### src/rtl/mem_port_arbiter.sv
// Two-port arbiter for the unified instruction/data memory: cpu (port 0) and
// loader/debug (port 1), with round-robin ties, burst cap and read-return routing.
module mem_port_arbiter #(
  parameter int addrWidth = 8,
  parameter int dataWidth = 16,
  parameter int maxBurst  = 8
) (
  input  logic                 clk,
  input  logic                 reset,
  input  logic                 cpuReq,
  input  logic                 cpuWe,
  input  logic [addrWidth-1:0] cpuAddr,
  input  logic [dataWidth-1:0] cpuWdata,
  output logic                 cpuGnt,
  output logic                 cpuRvalid,
  output logic [dataWidth-1:0] cpuRdata,
  input  logic                 ldrReq,
  input  logic                 ldrWe,
  input  logic [addrWidth-1:0] ldrAddr,
  input  logic [dataWidth-1:0] ldrWdata,
  output logic                 ldrGnt,
  output logic                 ldrRvalid,
  output logic [dataWidth-1:0] ldrRdata,
  output logic [addrWidth-1:0] memAddr,
  output logic [dataWidth-1:0] memWdata,
  output logic                 memRead,
  output logic                 memWrite,
  input  logic [dataWidth-1:0] memRdata
);

  localparam int CntW = $clog2(maxBurst);
  localparam logic [CntW-1:0] CntMax = CntW'(maxBurst - 1);

  typedef enum logic [1:0] {
    IDLE    = 2'd0,
    OWN_CPU = 2'd1,
    OWN_LDR = 2'd2
  } state_t;

  state_t          state_q, state_d;
  logic [CntW-1:0] burst_cnt_q, burst_cnt_d;
  logic            last_owner_q, last_owner_d;
  logic            rd_pending_q, rd_pending_d;
  logic            rd_port_q, rd_port_d;

  // Grants and read returns are masked while reset is held so nothing leaks out
  // in the cycle reset is first sampled.
  always_comb begin
    cpuGnt    = reset & (state_q == OWN_CPU) & cpuReq;
    ldrGnt    = reset & (state_q == OWN_LDR) & ldrReq;
    memRead   = (cpuGnt & ~cpuWe) | (ldrGnt & ~ldrWe);
    memWrite  = (cpuGnt & cpuWe) | (ldrGnt & ldrWe);
    memAddr   = '0;
    memWdata  = '0;
    if (cpuGnt) begin
      memAddr  = cpuAddr;
      memWdata = cpuWdata;
    end else if (ldrGnt) begin
      memAddr  = ldrAddr;
      memWdata = ldrWdata;
    end
    cpuRvalid = reset & rd_pending_q & ~rd_port_q;
    ldrRvalid = reset & rd_pending_q & rd_port_q;
    cpuRdata  = cpuRvalid ? memRdata : '0;
    ldrRdata  = ldrRvalid ? memRdata : '0;
  end

  always_comb begin
    state_d      = state_q;
    burst_cnt_d  = burst_cnt_q;
    last_owner_d = last_owner_q;
    rd_pending_d = memRead;
    rd_port_d    = ldrGnt;
    case (state_q)
      IDLE: begin
        if (cpuReq && ldrReq) begin
          state_d = last_owner_q ? OWN_CPU : OWN_LDR;
        end else if (cpuReq) begin
          state_d = OWN_CPU;
        end else if (ldrReq) begin
          state_d = OWN_LDR;
        end
      end
      OWN_CPU: begin
        if (!cpuReq || (ldrReq && burst_cnt_q == CntMax)) begin
          state_d      = ldrReq ? OWN_LDR : IDLE;
          last_owner_d = 1'b0;
          burst_cnt_d  = '0;
        end else if (ldrReq) begin
          burst_cnt_d = burst_cnt_q + 1'b1;
        end else begin
          burst_cnt_d = '0;
        end
      end
      OWN_LDR: begin
        if (!ldrReq || (cpuReq && burst_cnt_q == CntMax)) begin
          state_d      = cpuReq ? OWN_CPU : IDLE;
          last_owner_d = 1'b1;
          burst_cnt_d  = '0;
        end else if (cpuReq) begin
          burst_cnt_d = burst_cnt_q + 1'b1;
        end else begin
          burst_cnt_d = '0;
        end
      end
      default: begin
        state_d     = IDLE;
        burst_cnt_d = '0;
      end
    endcase
  end

  always_ff @(posedge clk) begin
    if (!reset) begin
      state_q      <= IDLE;
      burst_cnt_q  <= '0;
      last_owner_q <= 1'b1;
      rd_pending_q <= 1'b0;
      rd_port_q    <= 1'b0;
    end else begin
      state_q      <= state_d;
      burst_cnt_q  <= burst_cnt_d;
      last_owner_q <= last_owner_d;
      rd_pending_q <= rd_pending_d;
      rd_port_q    <= rd_port_d;
    end
  end

endmodule
### config.mk
export PLATFORM = sky130hd
export DESIGN_NAME = mem_port_arbiter
export DESIGN_NICKNAME = d
export VERILOG_FILES = /design/src/rtl/mem_port_arbiter.sv
export SDC_FILE = /design/constraint.sdc
export NUM_CORES = 1
export LEC_CHECK = 0
export ABC_CLOCK_PERIOD_IN_PS = 2100
export CAP_MARGIN = 20
export CORE_AREA = 3 3 50 52
export CTS_CLUSTER_DIAMETER = 60
export DETAILED_ROUTE_END_ITERATION = 6
export DIE_AREA = 0 0 53 55
export DONT_BUFFER_PORTS = 1
export PLACE_DENSITY_LB_ADDON = 0.15
export SETUP_SLACK_MARGIN = 0.02
export SYNTH_ARGS = -nofsm -noshare
export SYNTH_HDL_FRONTEND = slang
export SYNTH_SLANG_ARGS = --single-unit
### constraint.sdc
create_clock -name clk -period 2.1 [get_ports clk]
set_input_delay 0.525 -clock clk [delete_from_list [all_inputs] [get_ports clk]]
set_output_delay 0.525 -clock clk [all_outputs]
set_load 0.005 [all_outputs]
==> summary.log <==
qor: run_status.status complete, no violations
qor: die.die_h 55 µm
qor: die.die_x 53 µm
qor: sta.achievable-frequency 488.2 MHz
qor: sta.worstMarginPinSlew 0.4612 ns
qor: yosys.syn-instance-count 121
qor: final_layout.areaGrowthSynthToFinish 29.37%
qor: final_layout.final_nets 206
qor: power.max_ir_drop_vdd 428.7 µV
qor: sta.unrepaired_setup_endpoints_after_global_routing true
qor: placement.dpl_worst_slack 0.1116 ns
qor: yosys.synthDominantCellAreaShare 0.2285
qor: yosys.post_synth_main_area_contributors sky130_fd_sc_hd__a22o_1 23%, sky130_fd_sc_hd__and2_1 21%, sky130_fd_sc_hd__dfxtp_1 17%, sky130_fd_sc_hd__ha_1 7.8%, sky130_fd_sc_hd__mux2i_1 3.1%
qor: grt.antenna_violations_before_repair 0
qor: detailed_routing.drtIter0Drc 21
qor: sta.fin_crit_sh 0.9754
qor: cts.worst_skew_pair.late_latency 0.26 ns
qor: flow_run.maxCapViolations 0
qor: grt.overflow 0
qor: worst_setup_path.start_to_end_type_of_the_worst_setup_path register to primary output
qor: yosys.post-synth-top-area-cell sky130_fd_sc_hd__a22o_1
qor: die.dieArea 0.002915 mm²
qor: final_layout.layout.filler_cells 185
qor: yosys.synthesis.area_per_instance 7.921 µm²
qor: worst_setup_path.crit_start_category register
qor: die.floorplan.core_area 0.002148 mm²
qor: die.io_pins 132
qor: detailed_routing.ant_nets 0
qor: final_layout.fin_util 0.5772
qor: worst_setup_path.worstPathCellList inv_4 -> ha_4 -> and2_4 -> nor2_4 -> clkbuf_16 -> a22o_1
qor: cts.clock_tree.root_cell sky130_fd_sc_hd__clkbuf_4
qor: power.power.leakage 0.5477 nW
qor: cts.tritoncts built
qor: yosys.synth_seq_area_share 0.1671
qor: placement.post-dp-hpwl 2594 µm
qor: yosys.async_reset_ff_frac 0
qor: placement.place.gp.congestion 0.8913
qor: worst_setup_path.critical_path_required 1.57 ns
qor: min_path.hold_class input port to register
qor: grt.largest_net_degree_at_the_start_of_global_routing 27
qor: cts.cts.path.max_buffers 2
qor: min_path.whs_path_depth 1
qor: yosys.postSynth.topFlopCell sky130_fd_sc_hd__dfxtp_1
qor: cts.cts.htree.levels 1
qor: final_layout.antenna_cells 0
qor: detailed_routing.viasPerCell 6.295
qor: sta.final_hold_vios 0
qor: yosys.yosysMostFrequentCell sky130_fd_sc_hd__and2_1
qor: sta.timing.final.ws_setup 0.05173 ns
qor: grt.grt_pass1_vias 746
qor: die.rows 17
qor: final_layout.post_route_cells_drive_above_1_share 0.2813
qor: cts.tritoncts_buffers 3
qor: yosys.yosys_warnings 0
qor: sta.final_period_minus_worst_setup_slack 2.048 ns
qor: yosys.netlist_top_cells_count 32 x sky130_fd_sc_hd__and2_1, 25 x sky130_fd_sc_hd__a22o_1, 8 x sky130_fd_sc_hd__dfxtp_1, 8 x sky130_fd_sc_hd__nand2_1
qor: detailed_routing.finalWirelength 3321 µm
qor: detailed_routing.route.detailed.drc 0
qor: cts.clock_sinks 8
qor: sta.timing.clock.skew 0.0007407 ns
qor: detailed_routing.detail_route.first_pass.iterations 4
qor: worst_setup_path.reg2regPathDepth 7
qor: worst_setup_path.worst-path-max-fanout 6
qor: worst_setup_path.cp_slowest_stage_delay 0.38 ns
qor: sta.relSlewSlack 0.6922
qor: sta.finalMaxSlewViolations 0
qor: detailed_routing.detailroute.via_count 982
qor: power.cellPowerDensity 487.4 mW/mm²
qor: final_layout.register_area 167.7 µm²
qor: sta.report.final.setup_viol 0
qor: worst_setup_path.timing.critical_path.slowest_stage_cell sky130_fd_sc_hd__dfxtp_4
qor: final_layout.multi_input_combinational_cell_area 854.6 µm²
qor: yosys.synth_area 958.4 µm²
qor: cts.count_of_hold_buffers_inserted_by_post_cts_repair 0
qor: placement.buffers_added_on_ports 0
qor: worst_setup_path.worstSetupEndpointType primary output
qor: worst_setup_path.critPathArrivalTime 1.52 ns
qor: die.initial_core_util 0.4461
qor: detailed_routing.wire_per_inst 21.29 µm
qor: grt.first_pass_grt_wire_length 3670 µm
qor: grt.globalRouteTotalUtil 0.1807
qor: yosys.number_of_synthesized_flops_with_an_enable_pin 0
qor: yosys.synth_cell_types 28
qor: cts.clk_transition_reported_paths 0.06 ns
qor: yosys.ys_ff_latch 8
qor: yosys.synth.net_count 197
routing by layer:
| layer | global-route usage | share of wire | up-vias | wire [µm] |
|---|---|---|---|---|
| li1 | - | - | 452 | - |
| met1 | 0.1808 | 0.34 | 449 | 1120 |
| met2 | 0.2665 | 0.48 | 76 | 1587 |
| met3 | 0.1421 | 0.17 | 5 | 564 |
| met4 | 0.1021 | 0.014 | 0 | 48 |
| met5 | 0 | 0 | - | 0 |
stage by stage:
stage | instances | hold WS (ns) | TNS (ns) | cell area (µm²) | total power [mW]
2_1_floorplan | 121 | 0.4481 | 0 | 958.4 | 0.3530
6_report | 156 | 0.3572 | 0 | 1240 | 0.6044
3_3_place_gp | 144 | 0.4654 | 0 | 975.9 | 0.3863
5_1_grt | 156 | 0.3430 | -0.02936 | 1240 | 0.6523
4_1_cts | 147 | 0.3577 | 0 | 1033 | 0.5281
3_5_place_dp | 144 | 0.4718 | 0 | 975.9 | 0.3910
what timing repair did:
action | in CTS | in global routing
setup buffers | 0 | 5
endpoints found under the setup margin | 26 | 26
pin swaps | 0 | 7
cloned | 0 | 4
gates resized for setup | 9 | 19
area by class of cell:
type | count | area share
clock buffers | 3 | 0.01816
inverters | 7 | 0.03330
multi-input cells | 99 | 0.6892
flip-flops and latches | 8 | 0.1352
well taps | 28 | 0.02825
repair buffers | 9 | 0.08174
repair inverters | 2 | 0.01413
critical path, delay by kind of cell (launching register included):
kind | cells | cell delay, ns
compound gates | 1 | 0.15
fa+ha+maj | 1 | 0.16
buf+inv | 2 | 0.22
flops | 1 | 0.38
simple gates | 2 | 0.35
where the power goes:
part | internal (mW) | leakage (nW) | switching (mW)
Clock | 0.0657 | 0.0138 | 0.0570
Combinational | 0.144 | 0.468 | 0.143
Sequential | 0.173 | 0.0664 | 0.0211
kinds of logic after synthesis:
group | share of synthesized area
flip-flops | 0.1671
AND/OR/NAND/NOR | 0.3420
adder cells (fa/ha/maj) | 0.07833
AO/OA/AOI/OAI | 0.3068
buffers and inverters | 0.07440
multiplexers | 0.03133
registers in the layout, summed over array words and instances, names as in the netlist:
register and cells:
rd_port_q 1, last_owner_q 1, burst_cnt_q 3, state_q 2, rd_pending_q 1
cells in the final DEF (no fill, tap or decap), types with 2 or more instances in the layout:
cell type	n
sky130_fd_sc_hd__o21ai_0	2
sky130_fd_sc_hd__clkbuf_4	3
sky130_fd_sc_hd__inv_1	4
sky130_fd_sc_hd__nor2_1	3
sky130_fd_sc_hd__dfxtp_1	6
sky130_fd_sc_hd__a22o_1	16
sky130_fd_sc_hd__nand2b_1	2
sky130_fd_sc_hd__a22o_4	9
sky130_fd_sc_hd__ha_1	4
sky130_fd_sc_hd__o21ai_1	2
sky130_fd_sc_hd__ha_4	2
sky130_fd_sc_hd__inv_6	2
sky130_fd_sc_hd__and2_1	32
sky130_fd_sc_hd__dfxtp_4	2
sky130_fd_sc_hd__nand2_1	7
sky130_fd_sc_hd__a22oi_1	2
sky130_fd_sc_hd__buf_4	6
sky130_fd_sc_hd__mux2i_1	3
sky130_fd_sc_hd__o22ai_1	2
worst paths after layout:
path	startpoint	end	slack, ns
setup / recovery	state_q[1]	memWdata[12]	0.05
hold / removal	ldrWe	rd_pending_q	0.36
setup reg to reg	state_q[1]	burst_cnt_q[1]	0.53
hold reg to reg	last_owner_q	last_owner_q	0.49
No activity file was read; power rests on OpenSTA's default activity.
